==> src/rtl/pipe_test_pkg.sv <==
// Shared pattern definitions for the pipe-in checker and pipe-out generator.
// Mode encodings, LFSR taps/seed and the load/next-pattern helpers.
package pipe_test_pkg;

  typedef enum logic [1:0] {
    MODE_LFSR  = 2'd0,
    MODE_COUNT = 2'd1,
    MODE_WALK  = 2'd2,
    MODE_FIXED = 2'd3
  } pat_mode_e;

  localparam logic [31:0] LFSR_SEED = 32'h0000_0001;

  // x^32+x^22+x^2+x+1, taken from bits 31/21/1/0.
  localparam int unsigned TAP_A = 31;
  localparam int unsigned TAP_B = 21;
  localparam int unsigned TAP_C = 1;
  localparam int unsigned TAP_D = 0;

  function automatic logic [31:0] width_mask(
    input int unsigned dw
  );
    logic [31:0] m;
    if (dw >= 32) m = '1;
    else          m = (32'd1 << dw) - 32'd1;
    return m;
  endfunction

  function automatic logic [31:0] pattern_load(
    input pat_mode_e   m,
    input logic [31:0] seed,
    input int unsigned dw
  );
    logic [31:0] v;
    unique case (m)
      MODE_LFSR:  v = (seed == 32'd0) ? LFSR_SEED : seed;
      MODE_COUNT: v = seed & width_mask(dw);
      MODE_WALK:  v = 32'd1;
      default:    v = seed;
    endcase
    return v;
  endfunction

  function automatic logic [31:0] pattern_next(
    input pat_mode_e   m,
    input logic [31:0] g,
    input int unsigned dw
  );
    logic [31:0] v;
    logic [31:0] sh;
    sh = g >> (dw - 1);
    unique case (m)
      MODE_LFSR: v = {g[30:0],
                      g[TAP_A] ^ g[TAP_B] ^ g[TAP_C] ^ g[TAP_D]};
      MODE_COUNT: v = (g + 32'd1) & width_mask(dw);
      MODE_WALK: v = ((g << 1) | {31'd0, sh[0]})
                     & width_mask(dw);
      default: v = g;
    endcase
    return v;
  endfunction

endpackage

==> src/rtl/pipe_pattern_gen.sv <==
// 32-bit expected-pattern generator with load/advance; shared by both pipe ends.
// Ports: load_i/mode_i/seed_i reload, adv_i steps, word_o = gen[DATA_W-1:0].
module pipe_pattern_gen #(
  parameter int DATA_W = 16
) (
  input  logic              clk,
  input  logic              reset_n,
  input  logic              load_i,
  input  logic [1:0]        mode_i,
  input  logic [31:0]       seed_i,
  input  logic              adv_i,
  output logic [DATA_W-1:0] word_o
);
  import pipe_test_pkg::*;

  pat_mode_e   mode_q, mode_d;
  logic [31:0] gen_q, gen_d;

  always_comb begin
    mode_d = mode_q;
    gen_d  = gen_q;
    if (load_i) begin
      mode_d = pat_mode_e'(mode_i);
      gen_d  = pattern_load(pat_mode_e'(mode_i),
                            seed_i, DATA_W);
    end else if (adv_i) begin
      gen_d = pattern_next(mode_q, gen_q, DATA_W);
    end
  end

  always_ff @(posedge clk or negedge reset_n) begin
    if (!reset_n) begin
      mode_q <= MODE_LFSR;
      gen_q  <= LFSR_SEED;
    end else begin
      mode_q <= mode_d;
      gen_q  <= gen_d;
    end
  end

  assign word_o = gen_q[DATA_W-1:0];

endmodule

==> src/rtl/pipe_in_checker_p.sv <==
// PipeIn checker: throttled ready, pattern compare, counters, first-error capture.
// Inputs: restart/mode/seed, throttle_set/val, pipe_in_write/data; outputs: status.
module pipe_in_checker_p #(
  parameter int DATA_W     = 16,
  parameter int THROTTLE_W = 32,
  parameter int ERR_W      = 16
) (
  input  logic                  clk,
  input  logic                  reset_n,
  input  logic                  restart,
  input  logic [1:0]            mode,
  input  logic [31:0]           seed,
  input  logic                  throttle_set,
  input  logic [THROTTLE_W-1:0] throttle_val,
  input  logic                  pipe_in_write,
  input  logic [DATA_W-1:0]     pipe_in_data,
  output logic                  pipe_in_ready,
  output logic [ERR_W-1:0]      error_count,
  output logic                  error_flag,
  output logic [15:0]           overrun_count,
  output logic [31:0]           word_count,
  output logic [31:0]           first_err_index,
  output logic [DATA_W-1:0]     first_err_expected,
  output logic [DATA_W-1:0]     first_err_received
);
  import pipe_test_pkg::*;

  logic [THROTTLE_W-1:0] thr_q, thr_d;
  logic                  rdy_q, rdy_d;
  logic [ERR_W-1:0]      err_q, err_d;
  logic                  flag_q, flag_d;
  logic [15:0]           ovr_q, ovr_d;
  logic [31:0]           wc_q, wc_d;
  logic [31:0]           fidx_q, fidx_d;
  logic [DATA_W-1:0]     fexp_q, fexp_d;
  logic [DATA_W-1:0]     frcv_q, frcv_d;

  logic              accept;
  logic              mism;
  logic [DATA_W-1:0] exp_word;

  // restart swallows a coincident write.
  assign accept = pipe_in_write & ~restart;
  assign mism   = accept & (pipe_in_data != exp_word);

  pipe_pattern_gen #(
    .DATA_W (DATA_W)
  ) u_gen (
    .clk     (clk),
    .reset_n (reset_n),
    .load_i  (restart),
    .mode_i  (mode),
    .seed_i  (seed),
    .adv_i   (accept),
    .word_o  (exp_word)
  );

  always_comb begin
    thr_d  = {thr_q[0], thr_q[THROTTLE_W-1:1]};
    rdy_d  = thr_q[0];
    err_d  = err_q;
    flag_d = flag_q;
    ovr_d  = ovr_q;
    wc_d   = wc_q;
    fidx_d = fidx_q;
    fexp_d = fexp_q;
    frcv_d = frcv_q;
    if (throttle_set) thr_d = throttle_val;
    if (restart) begin
      err_d  = '0;
      flag_d = 1'b0;
      ovr_d  = '0;
      wc_d   = '0;
      fidx_d = '0;
      fexp_d = '0;
      frcv_d = '0;
    end else if (accept) begin
      wc_d = wc_q + 32'd1;
      if (!rdy_q && ovr_q != '1)
        ovr_d = ovr_q + 16'd1;
      if (mism) begin
        if (err_q != '1) err_d = err_q + ERR_W'(1);
        if (!flag_q) begin
          flag_d = 1'b1;
          fidx_d = wc_q;
          fexp_d = exp_word;
          frcv_d = pipe_in_data;
        end
      end
    end
  end

  always_ff @(posedge clk or negedge reset_n) begin
    if (!reset_n) begin
      thr_q  <= '1;
      rdy_q  <= 1'b0;
      err_q  <= '0;
      flag_q <= 1'b0;
      ovr_q  <= '0;
      wc_q   <= '0;
      fidx_q <= '0;
      fexp_q <= '0;
      frcv_q <= '0;
    end else begin
      thr_q  <= thr_d;
      rdy_q  <= rdy_d;
      err_q  <= err_d;
      flag_q <= flag_d;
      ovr_q  <= ovr_d;
      wc_q   <= wc_d;
      fidx_q <= fidx_d;
      fexp_q <= fexp_d;
      frcv_q <= frcv_d;
    end
  end

  assign pipe_in_ready      = rdy_q;
  assign error_count        = err_q;
  assign error_flag         = flag_q;
  assign overrun_count      = ovr_q;
  assign word_count         = wc_q;
  assign first_err_index    = fidx_q;
  assign first_err_expected = fexp_q;
  assign first_err_received = frcv_q;

endmodule
==> config.mk <==
export PLATFORM = sky130hd
export DESIGN_NAME = pipe_in_checker_p
export DESIGN_NICKNAME = d
export VERILOG_FILES = /design/src/rtl/pipe_test_pkg.sv /design/src/rtl/pipe_pattern_gen.sv /design/src/rtl/pipe_in_checker_p.sv
export SDC_FILE = /design/constraint.sdc
export NUM_CORES = 1
export LEC_CHECK = 0
export CORE_ASPECT_RATIO = 1.25
export CORE_MARGIN = 2
export CORE_UTILIZATION = 30
export CTS_CLUSTER_DIAMETER = 50
export DETAILED_ROUTE_END_ITERATION = 12
export PLACE_DENSITY = 0.54
export SETUP_SLACK_MARGIN = 0.3
export SYNTH_ARGS = -nofsm -noshare
export SYNTH_HDL_FRONTEND = slang
export SYNTH_SLANG_ARGS = --single-unit
==> constraint.sdc <==
create_clock -name clk -period 2.7 [get_ports clk]
set_input_delay 0.54 -clock clk [delete_from_list [all_inputs] [get_ports clk]]
set_output_delay 0.54 -clock clk [all_outputs]
set_load 0.1 [all_outputs]
==> impl_results.html, run 1 <==
<table>
<tr><th>Metric</th><th>Value</th></tr>
<tr><th colspan="2">Final layout</th></tr>
<tr><td>Post-layout utilization of the core</td><td>39.22%</td></tr>
<tr><td>Final cell count without fillers</td><td>1638</td></tr>
<tr><td>Antenna cell count</td><td>0</td></tr>
<tr><td>P&amp;R area growth vs syn</td><td>28.96%</td></tr>
<tr><td>Fraction of final layout cells with drive strength greater than 1</td><td>a little under a quarter</td></tr>
<tr><td>Total Nets Final</td><td>roughly 1300</td></tr>
<tr><td>Post-Layout Inst Area</td><td>~13000 µm²</td></tr>
<tr><th colspan="2">Setup path</th></tr>
<tr><td>Critical Path Max Stage Delay</td><td>roughly 0.44 ns</td></tr>
<tr><td>Worst EP required</td><td>slightly above 3 ns</td></tr>
<tr><td>Kind of start point of the critical path</td><td>input pin</td></tr>
<tr><td>Chain of cells forming the critical path</td><td>clkdlybuf4s50_1 -&gt; nor4_2 -&gt; buf_4 -&gt; nand4_1 -&gt; o211a_1 -&gt; or2_2 -&gt; a311o_1</td></tr>
<tr><td>Critical-path maximum fanout</td><td>6</td></tr>
<tr><td>Critical path class</td><td>in2reg</td></tr>
<tr><td>RR Endpoint</td><td>u_gen.gen_q[10]</td></tr>
<tr><td>R2r worst-path depth</td><td>6</td></tr>
<tr><td>Capturing element type of the critical path</td><td>register</td></tr>
<tr><td>Library cell contributing the largest single delay on the critical path</td><td>clkdlybuf4s50_1</td></tr>
<tr><td>Worst setup slack for register-to-register paths</td><td>roughly 0.5 ns</td></tr>
<tr><td>Critical register-to-register path startpoint</td><td>u_gen.gen_q[0]</td></tr>
<tr><td>Arr. time, crit path</td><td>around 2.7 ns</td></tr>
<tr><th colspan="2">Placed design</th></tr>
<tr><td>Port-buffer cells</td><td>around 220</td></tr>
<tr><td>Cell count after placement</td><td>about 1600</td></tr>
<tr><td>DP HPWL</td><td>about 20000 µm</td></tr>
<tr><td>Routability-driven placement congestion ratio</td><td>0.8023</td></tr>
<tr><td>Placed Area</td><td>roughly 13000 µm²</td></tr>
<tr><th colspan="2">STA</th></tr>
<tr><td>Worst hold slack</td><td>approximately 0.075 ns</td></tr>
<tr><td>RSZ-0062 raised after global routing</td><td>false</td></tr>
<tr><td>Share of the clock period used by the worst path after layout</td><td>just under 90%</td></tr>
<tr><td>F_max</td><td>426.0 MHz</td></tr>
<tr><td>Slew Viols, Final</td><td>0</td></tr>
<tr><td>Headroom to the max-slew limit</td><td>53.04%</td></tr>
<tr><td>Worst setup skew after layout</td><td>roughly 0.012 ns</td></tr>
<tr><td>Actual transition at the worst max-transition pin</td><td>around 0.7 ns</td></tr>
<tr><td>Final hold violation count</td><td>0</td></tr>
<tr><td>Final setup violation count</td><td>0</td></tr>
<tr><td>Crit path time final</td><td>2.348 ns</td></tr>
<tr><th colspan="2">GRT</th></tr>
<tr><td>Initial antenna violation count</td><td>0</td></tr>
<tr><td>Via count of the first global-routing pass</td><td>about 8000</td></tr>
<tr><td>Global-route total usage across every layer</td><td>roughly 16%</td></tr>
<tr><td>Global-route wire length before repair</td><td>45060 µm</td></tr>
<tr><td>Total overflow reported by the global router</td><td>0</td></tr>
<tr><td>Pin count of the biggest net entering global routing</td><td>173</td></tr>
<tr><th colspan="2">CTS</th></tr>
<tr><td>H-tree Lvls</td><td>4</td></tr>
<tr><td>Number of buffers inserted by hold repair at cts</td><td>0</td></tr>
<tr><td>Root buffer selected by CTS</td><td>clkbuf_16</td></tr>
<tr><td>Insertion delay of the later-clocked pin in the worst-skew pair</td><td>~0.44 ns</td></tr>
<tr><td>Clock tree from TritonCTS</td><td>done</td></tr>
<tr><td>Number of buffers created by CTS</td><td>17</td></tr>
<tr><td>Number of buffers on the longest clock path</td><td>2</td></tr>
<tr><td>Clock-pin transition on the worst setup and hold timing paths</td><td>~0.080 ns</td></tr>
<tr><td>Clk sinks</td><td>between 150 and 200</td></tr>
<tr><td>Number of post-CTS setup repair buffers</td><td>0</td></tr>
<tr><th colspan="2">Pwr</th></tr>
<tr><td>Leakage power</td><td>between 0.005 and 0.006 µW</td></tr>
<tr><td>Worst voltage drop across the vdd grid</td><td>slightly above 0.0003 V</td></tr>
<tr><td>Net switching power</td><td>about 2300 µW</td></tr>
<tr><td>Switching share of power</td><td>between 30% and 40%</td></tr>
<tr><td>Share of total power in combinational logic</td><td>19.0%</td></tr>
<tr><td>Areal power density over the cells</td><td>approximately 560 nW/µm²</td></tr>
<tr><td>Relative contribution of sequential cells to total power</td><td>a little under half</td></tr>
<tr><td>Pint</td><td>approximately 5100 µW</td></tr>
<tr><td>Clk network pwr share</td><td>a little over a third</td></tr>
<tr><th colspan="2">Detailed routing</th></tr>
<tr><td>DRT Pass-1 Iters</td><td>5</td></tr>
<tr><td>Count of vias placed by the detailed router</td><td>between 7000 and 8000</td></tr>
<tr><td>Detail-routed net length per standard cell</td><td>17.27 µm</td></tr>
<tr><td>Final Routed Wirelength</td><td>approximately 28000 µm</td></tr>
<tr><td>Ratio of routed vias to standard cells</td><td>4.873</td></tr>
<tr><td>Antenna viol nets, final</td><td>0</td></tr>
<tr><td>Residual DRC count</td><td>0</td></tr>
<tr><td>DRC violation total after the first TritonRoute iteration</td><td>383</td></tr>
<tr><th colspan="2">Min path</th></tr>
<tr><td>Type of the most critical hold path</td><td>in2async</td></tr>
<tr><th colspan="2">Yosys</th></tr>
<tr><td>Top FF cell, synth</td><td>dfrtp_1</td></tr>
<tr><td>Synthesized instance count</td><td>1005</td></tr>
<tr><td>Number of library cell types mapped by synthesis</td><td>57</td></tr>
<tr><td>Synthesized area</td><td>10190 µm²</td></tr>
<tr><td>Largest cells by area after synthesis</td><td>dfrtp_1 40%, dfstp_2 8.5%, nand2b_1 8.2%</td></tr>
<tr><td>Most common cell in the synthesized netlist</td><td>dfrtp_1</td></tr>
<tr><td>Number of warnings printed during yosys synthesis</td><td>0</td></tr>
<tr><td>Synth top area share</td><td>about two fifths</td></tr>
<tr><td>Number of enable flip-flop cells after synthesis</td><td>0</td></tr>
<tr><td>Yosys top cell by area</td><td>dfrtp_1</td></tr>
<tr><td>Post-Synthesis Net Count</td><td>about 1100</td></tr>
<tr><td>Synth Area per Inst</td><td>~10 µm²</td></tr>
<tr><td>Most instantiated cells after synthesis</td><td>163 x dfrtp_1, 134 x nand2b_1, 91 x nor2_1</td></tr>
<tr><td>Share of the yosys chip area belonging to registers</td><td>about 50%</td></tr>
<tr><td>Flip-flop and latch count after synthesis</td><td>approximately 200</td></tr>
<tr><td>Share of synthesized flip-flops with an asynchronous set or reset</td><td>between 90% and 100%</td></tr>
<tr><th colspan="2">Floorplan</th></tr>
<tr><td>Count of standard-cell rows</td><td>75</td></tr>
<tr><td>Chip width</td><td>168.8 µm</td></tr>
<tr><td>Floorplan Core Area</td><td>between 30000 and 40000 µm²</td></tr>
<tr><td>Chip height</td><td>~210 µm</td></tr>
<tr><td>Die area</td><td>about 35000 µm²</td></tr>
<tr><td>Initial Utilization</td><td>between 30 and 40%</td></tr>
<tr><td>I/O pin total</td><td>217</td></tr>
<tr><th colspan="2">Outcome</th></tr>
<tr><td>Result of the run</td><td>finished, final reports clean</td></tr>
<tr><th colspan="2">Job</th></tr>
<tr><td>Number of max-cap violations</td><td>0</td></tr>
</table>
==> worst max path at each step <==
stage / startpoint / end / cells after the start
floorplan: error_count[12] / error_count[5] / 6
global placement: seed[9] / u_gen.gen_q[8] / 7
detailed placement: seed[9] / u_gen.gen_q[8] / 7
CTS: seed[9] / u_gen.gen_q[8] / 7
global route: seed[9] / u_gen.gen_q[23] / 9
finish: seed[9] / u_gen.gen_q[8] / 7
==> layer usage <==
| layer | GRT usage, % | share of wire (%) |
|---|---|---|
| met1 | 20.35 | 42 |
| met2 | 28.25 | 53 |
| met4 | 4.994 | 1.8 |
| met3 | 2.685 | 3.1 |
| met5 | 0 | 0 |
==> cell families (layout without fill, tap and decap cells) <==
family                   Yosys count  count (layout)  share of synthesized area, %
AO/OA/AOI/OAI                    134             134                         8.352
XOR/XNOR                          61              61                         5.244
adder cells (fa/ha/maj)            7               7                        0.8597
buffers and inverters             99             309                         4.397
flip-flops                       196             196                         48.55
multiplexers                     105             105                         10.78
AND/OR/NAND/NOR                  403             403                         21.81
==> flip-flops by register name, indices dropped and copies added, names as in the netlist <==
register / count
first_err_index: 32
thr_q: 32
u_gen.gen_q: 32
word_count: 32
error_count: 16
first_err_expected: 16
first_err_received: 16
overrun_count: 16
u_gen.mode_q: 2
error_flag: 1
pipe_in_ready: 1
==> cells in the final DEF (no fill, tap or decap), types with 20 or more instances in the layout <==
master | netlist | final
nand2b_1 | 134 | 134
xor2_1 | 23 | 23
nand3_1 | 25 | 25
mux2i_1 | 67 | 67
dfrtp_1 | 163 | 154
clkdlybuf4s50_1 | 0 | 84
nand4_1 | 29 | 29
a21oi_1 | 41 | 41
nor2_1 | 91 | 91
xnor2_1 | 38 | 38
mux2_2 | 38 | 38
dfstp_2 | 33 | 33
buf_4 | 2 | 156
o21ai_0 | 30 | 30
inv_1 | 30 | 30
nand2_1 | 40 | 40
clkbuf_16 | 0 | 20
==> worst max-delay path, delay by kind of cell <==
kind / cells / cell delay [ns]
AND/OR/NAND/NOR: 3 / 0.88
buffers and inverters: 2 / 0.63
AO/OA/AOI/OAI: 2 / 0.61
==> stage by stage <==
| stage | worst slack, ns | total power (µW) | setup TNS, ns |
|---|---|---|---|
| final | 0.3524 | 7365 | 0 |
| after global routing | 0.3052 | 7741 | 0 |
| after CTS | 0.3902 | 7500 | 0 |
| after detailed placement | -0.1900 | 4846 | -3.586 |
| after global placement | -0.1459 | 4827 | -2.491 |
| after floorplan | 0.3153 | 4322 | 0 |
==> power groups by stage <==
stage / Sequential [µW] / Combinational, µW / Clock, µW
floorplan: 3650 / 673 / 0
global placement: 3430 / 1400 / 0
detailed placement: 3440 / 1410 / 0
CTS: 3380 / 1420 / 2700
global route: 3410 / 1510 / 2830
finish: 3380 / 1400 / 2590
==> repair_timing <==
| item | 4_1_cts | 5_1_grt |
|---|---|---|
| resized for setup | 1 | 0 |
| endpoints found under the hold margin | 0 | 0 |
| endpoints found under the setup margin | 15 | 0 |
==> final cells by class <==
class,instances,area [µm²]
timing repair buffer,247,2146
multi-input combinational,710,4807
fill,3337,20360
sequential,196,4957
clock inverter,11,81.33
clock buffer,21,504.2
tap,423,529.3
inverter,30,112.6
Note: power is estimated with default switching activity, not from simulation.
==> run 2, diff against run 1 <==
--- a/config.mk
+++ b/config.mk
@@ -5,13 +5,16 @@
 export SDC_FILE = /design/constraint.sdc
 export NUM_CORES = 1
 export LEC_CHECK = 0
+export ABC_AREA = 1
 export CORE_ASPECT_RATIO = 1.25
 export CORE_MARGIN = 2
 export CORE_UTILIZATION = 30
 export CTS_CLUSTER_DIAMETER = 50
 export DETAILED_ROUTE_END_ITERATION = 12
-export PLACE_DENSITY = 0.54
+export MAX_ROUTING_LAYER = met4
+export PLACE_DENSITY = 0.53
 export SETUP_SLACK_MARGIN = 0.3
 export SYNTH_ARGS = -nofsm -noshare
 export SYNTH_HDL_FRONTEND = slang
+export SYNTH_HIERARCHICAL = 1
 export SYNTH_SLANG_ARGS = --single-unit
==> impl_results.html, run 2 <==
<table>
<tr><th>Metric</th><th>Value</th></tr>
<tr><th colspan="2">Min path</th></tr>
<tr><td>Hold_sp</td><td>thr_q[0]</td></tr>
<tr><td>Worst hold path cell count</td><td>0</td></tr>
<tr><td>Capture endpoint of the worst hold path</td><td>pipe_in_ready</td></tr>
<tr><td>Type of the most critical hold path</td><td>reg2reg (was in2async)</td></tr>
<tr><th colspan="2">Yosys</th></tr>
<tr><td>Most common cell in the synthesized netlist</td><td>nand2_1 (was dfrtp_1)</td></tr>
<tr><td>Synth top area share</td><td>36.58% (was 40.04%)</td></tr>
<tr><td>Flip-flop and latch count after synthesis</td><td>196 (unchanged)</td></tr>
<tr><td>Share of the yosys chip area belonging to registers</td><td>44.36% (was 48.55%)</td></tr>
<tr><td>Synthesized area</td><td>11150 µm² (was 10190 µm²)</td></tr>
<tr><td>Yosys top cell by area</td><td>dfrtp_1 (unchanged)</td></tr>
<tr><td>Most instantiated cells after synthesis</td><td>436 x nand2_1, 199 x nor2_1, 163 x dfrtp_1 (was 163 x dfrtp_1, 134 x nand2b_1, 91 x nor2_1)</td></tr>
<tr><td>Post-Synthesis Net Count</td><td>1571 (was 1099)</td></tr>
<tr><td>Synthesized instance count</td><td>1477 (was 1005)</td></tr>
<tr><td>Largest cells by area after synthesis</td><td>dfrtp_1 37%, nand2_1 15%, dfstp_2 7.8% (was dfrtp_1 40%, dfstp_2 8.5%, nand2b_1 8.2%)</td></tr>
<tr><td>Number of enable flip-flop cells after synthesis</td><td>0 (unchanged)</td></tr>
<tr><td>Top FF cell, synth</td><td>dfrtp_1 (unchanged)</td></tr>
<tr><td>Number of warnings printed during yosys synthesis</td><td>6 (was 0)</td></tr>
<tr><td>Synth Area per Inst</td><td>7.550 µm² (was 10.14 µm²)</td></tr>
<tr><td>Share of synthesized flip-flops with an asynchronous set or reset</td><td>100.0% (unchanged)</td></tr>
<tr><td>Number of library cell types mapped by synthesis</td><td>46 (was 57)</td></tr>
<tr><th colspan="2">Detailed routing</th></tr>
<tr><td>Ratio of routed vias to standard cells</td><td>4.818 (was 4.873)</td></tr>
<tr><td>Residual DRC count</td><td>0 (unchanged)</td></tr>
<tr><td>DRC violation total after the first TritonRoute iteration</td><td>682 (was 383)</td></tr>
<tr><td>DRT Pass-1 Iters</td><td>6 (was 5)</td></tr>
<tr><td>Detail-routed net length per standard cell</td><td>15.91 µm (was 17.27 µm)</td></tr>
<tr><td>Final Routed Wirelength</td><td>34170 µm (was 28290 µm)</td></tr>
<tr><td>Antenna viol nets, final</td><td>0 (unchanged)</td></tr>
<tr><td>Count of vias placed by the detailed router</td><td>10350 (was 7982)</td></tr>
<tr><th colspan="2">Final layout</th></tr>
<tr><td>Post-Layout Inst Area</td><td>13940 µm² (was 13140 µm²)</td></tr>
<tr><td>Number of inserted filler cells in the final layout</td><td>3846 (was 3337)</td></tr>
<tr><td>Sequential cell area</td><td>4949 µm² (was 4957 µm²)</td></tr>
<tr><td>Most common cell after layout, fill and taps aside</td><td>nand2_1 (was buf_4)</td></tr>
<tr><td>Total Nets Final</td><td>1748 (was 1296)</td></tr>
<tr><td>Fraction of final layout cells with drive strength greater than 1</td><td>18.06% (was 23.21%)</td></tr>
<tr><td>P&amp;R area growth vs syn</td><td>25.00% (was 28.96%)</td></tr>
<tr><td>Top library cells by usage in the layout, fill and taps aside</td><td>435 x nand2_1, 199 x nor2_1, 161 x dfrtp_1 (was 156 x buf_4, 154 x dfrtp_1, 134 x nand2b_1)</td></tr>
<tr><td>Area used by multi-input combinational logic</td><td>5260 µm² (was 4807 µm²)</td></tr>
<tr><th colspan="2">Floorplan</th></tr>
<tr><td>Chip width</td><td>176.4 µm (was 168.8 µm)</td></tr>
<tr><td>I/O pin total</td><td>217 (unchanged)</td></tr>
<tr><td>Floorplan Core Area</td><td>36500 µm² (was 33500 µm²)</td></tr>
<tr><td>Initial Utilization</td><td>30.55% (was 30.41%)</td></tr>
<tr><td>Chip height</td><td>219.6 µm (was 210.0 µm)</td></tr>
<tr><td>Count of standard-cell rows</td><td>78 (was 75)</td></tr>
<tr><td>Die area</td><td>38740 µm² (was 35460 µm²)</td></tr>
<tr><th colspan="2">Pwr</th></tr>
<tr><td>Leakage power</td><td>0.006546 µW (was 0.005640 µW)</td></tr>
<tr><td>Worst voltage drop across the vdd grid</td><td>0.0003598 V (was 0.0003107 V)</td></tr>
<tr><td>Areal power density over the cells</td><td>523.2 nW/µm² (was 560.6 nW/µm²)</td></tr>
<tr><th colspan="2">STA</th></tr>
<tr><td>Final hold violation count</td><td>0 (unchanged)</td></tr>
<tr><td>Slew Viols, Final</td><td>0 (unchanged)</td></tr>
<tr><td>F_max</td><td>486.1 MHz (was 426.0 MHz)</td></tr>
<tr><td>Crit path time final</td><td>2.057 ns (was 2.348 ns)</td></tr>
<tr><td>TNS Setup</td><td>0 ns (unchanged)</td></tr>
<tr><td>Headroom to the max-slew limit</td><td>60.68% (was 53.04%)</td></tr>
<tr><td>Share of the clock period used by the worst path after layout</td><td>76.19% (was 86.95%)</td></tr>
<tr><td>Worst setup skew after layout</td><td>0.01048 ns (was 0.01231 ns)</td></tr>
<tr><td>Post-route worst setup slack</td><td>0.6428 ns (was 0.3524 ns)</td></tr>
<tr><td>RSZ-0062 raised after global routing</td><td>false (unchanged)</td></tr>
<tr><td>Final setup violation count</td><td>0 (unchanged)</td></tr>
<tr><td>Worst hold slack</td><td>0.4177 ns (was 0.07480 ns)</td></tr>
<tr><td>Actual transition at the worst max-transition pin</td><td>0.5892 ns (was 0.6979 ns)</td></tr>
<tr><th colspan="2">CTS</th></tr>
<tr><td>Root buffer selected by CTS</td><td>clkbuf_16 (unchanged)</td></tr>
<tr><td>Clk sinks</td><td>196 (unchanged)</td></tr>
<tr><td>Number of post-CTS setup repair buffers</td><td>0 (unchanged)</td></tr>
<tr><td>Clock-pin transition on the worst setup and hold timing paths</td><td>0.07 ns (was 0.08 ns)</td></tr>
<tr><td>Clock tree from TritonCTS</td><td>done (unchanged)</td></tr>
<tr><td>Insertion delay of the later-clocked pin in the worst-skew pair</td><td>0.45 ns (was 0.44 ns)</td></tr>
<tr><td>Number of buffers created by CTS</td><td>17 (unchanged)</td></tr>
<tr><td>Total of cells resized after clock tree synthesis</td><td>0 (was 1)</td></tr>
<tr><td>H-tree Lvls</td><td>4 (unchanged)</td></tr>
<tr><td>Number of buffers inserted by hold repair at cts</td><td>1 (was 0)</td></tr>
<tr><td>Number of buffers on the longest clock path</td><td>2 (unchanged)</td></tr>
<tr><th colspan="2">Placed design</th></tr>
<tr><td>Routability-driven placement congestion ratio</td><td>0.8777 (was 0.8023)</td></tr>
<tr><td>Port-buffer cells</td><td>216 (unchanged)</td></tr>
<tr><td>Placed Area</td><td>13420 µm² (was 12550 µm²)</td></tr>
<tr><td>DP HPWL</td><td>25250 µm (was 19780 µm)</td></tr>
<tr><td>Setup Slack @ Placement</td><td>0.1937 ns (was -0.1900 ns)</td></tr>
<tr><th colspan="2">GRT</th></tr>
<tr><td>Pin count of the biggest net entering global routing</td><td>85 (was 173)</td></tr>
<tr><td>Global-route total usage across every layer</td><td>18.29% (was 16.15%)</td></tr>
<tr><td>Total overflow reported by the global router</td><td>0 (unchanged)</td></tr>
<tr><td>Global-route wire length before repair</td><td>54160 µm (was 45060 µm)</td></tr>
<tr><td>Initial antenna violation count</td><td>1 (was 0)</td></tr>
<tr><td>Via count of the first global-routing pass</td><td>9998 (was 7961)</td></tr>
<tr><th colspan="2">Setup path</th></tr>
<tr><td>Arr. time, crit path</td><td>2.44 ns (was 2.66 ns)</td></tr>
<tr><td>Critical register-to-register path startpoint</td><td>u_gen/mode_q[0] (was u_gen.gen_q[0])</td></tr>
<tr><td>Kind of start point of the critical path</td><td>input pin (unchanged)</td></tr>
<tr><td>R2r worst-path depth</td><td>9 (was 6)</td></tr>
<tr><td>Capturing element type of the critical path</td><td>register (unchanged)</td></tr>
<tr><td>RR Endpoint</td><td>u_gen/gen_q[3] (was u_gen.gen_q[10])</td></tr>
<tr><td>Worst setup slack for register-to-register paths</td><td>0.64 ns (was 0.50 ns)</td></tr>
<tr><td>Critical-path maximum fanout</td><td>30 (was 6)</td></tr>
<tr><td>Critical path class</td><td>in2reg (unchanged)</td></tr>
<tr><td>Worst EP required</td><td>3.09 ns (was 3.02 ns)</td></tr>
<tr><th colspan="2">Outcome</th></tr>
<tr><td>Result of the run</td><td>finished, final reports clean (unchanged)</td></tr>
<tr><th colspan="2">Job</th></tr>
<tr><td>Number of max-cap violations</td><td>0 (unchanged)</td></tr>
</table>
run 2: cell types whose count changed in the layout (fill, tap and decap cells not counted), sizes merged, moves of 31 or more:
cell / before / now
nor2: 91 / 214
inv: 37 / 134
nand3: 25 / 56
nand2: 41 / 442
nand2b: 134 / 0
mux2i: 67 / 0
nand4: 29 / 107
xnor2: 38 / 6
run 2: where the power goes:
part | leakage, µW | internal [µW] | total, µW | switching [µW]
Clock | 0.000254 | 1180 | 2350 | 1180
Sequential | 0.00253 | 3160 | 3340 | 183
Combinational | 0.00376 | 483 | 1600 | 1110
run 2: through the flow:
stage	util (%)	total power [µW]	cells
after floorplan	-	4480	1477
after global placement	36.77	4989	2114
after detailed placement	36.77	5009	2114
after CTS	38.18	7409	2147
after global routing	38.19	7675	2148
final	38.19	7293	2148
run 2: logic make-up after synthesis:
kind of cell | after synthesis | share of synthesized area [%]
AOI/OAI and AO/OA | 152 | 7.776
xor gates and xnor gates | 14 | 1.100
adders and majority gates | 7 | 0.7854
buffers and inverters | 216 | 8.494
DFF | 196 | 44.36
muxes | 32 | 3.232
and+or+nand+nor | 860 | 34.26
run 2: layer usage:
| metal | global-route usage, % | part of all wire [%] | wire length [µm] |
|---|---|---|---|
| met5 | - | 0 | 0 |
| met4 | 5.565 | 2.0 | 667 |
| met3 | 2.968 | 4.2 | 1421 |
| met2 | 30.42 | 50 | 17020 |
| met1 | 22.89 | 44 | 15060 |
run 2: area by class of cell:
type	instances	area share, %
sequential	196	35.50
timing repair buffer	243	15.29
inverter	131	3.528
tap	480	4.309
antenna	1	0.01795
clock inverter	9	0.4039
clock buffer	23	3.214
multi-input combinational	1065	37.74
run 2: how the worst max path moves through the flow:
stage,endpoint,cells past startpoint,from
after floorplan,overrun_count[5],11,overrun_count[0]
after global placement,u_gen/gen_q[3],10,pipe_in_write
after detailed placement,error_count[7],10,pipe_in_data[6]
after CTS,u_gen/gen_q[3],9,u_gen/mode_q[0]
after global routing,error_count[11],11,u_gen/gen_q[0]
final,error_count[14],12,pipe_in_data[0]
run 2: worst max-delay path, cell delays in order:
cell	delay, ns
clkdlybuf4s50_1	0.56
inv_1	0.09
nand2_1	0.06
nand2_1	0.05
nor2_1	0.12
nand2_1	0.06
nor2_1	0.18
nand3_2	0.14
buf_4	0.28
nand3_4	0.21
nand2_1	0.08
nand2_1	0.07
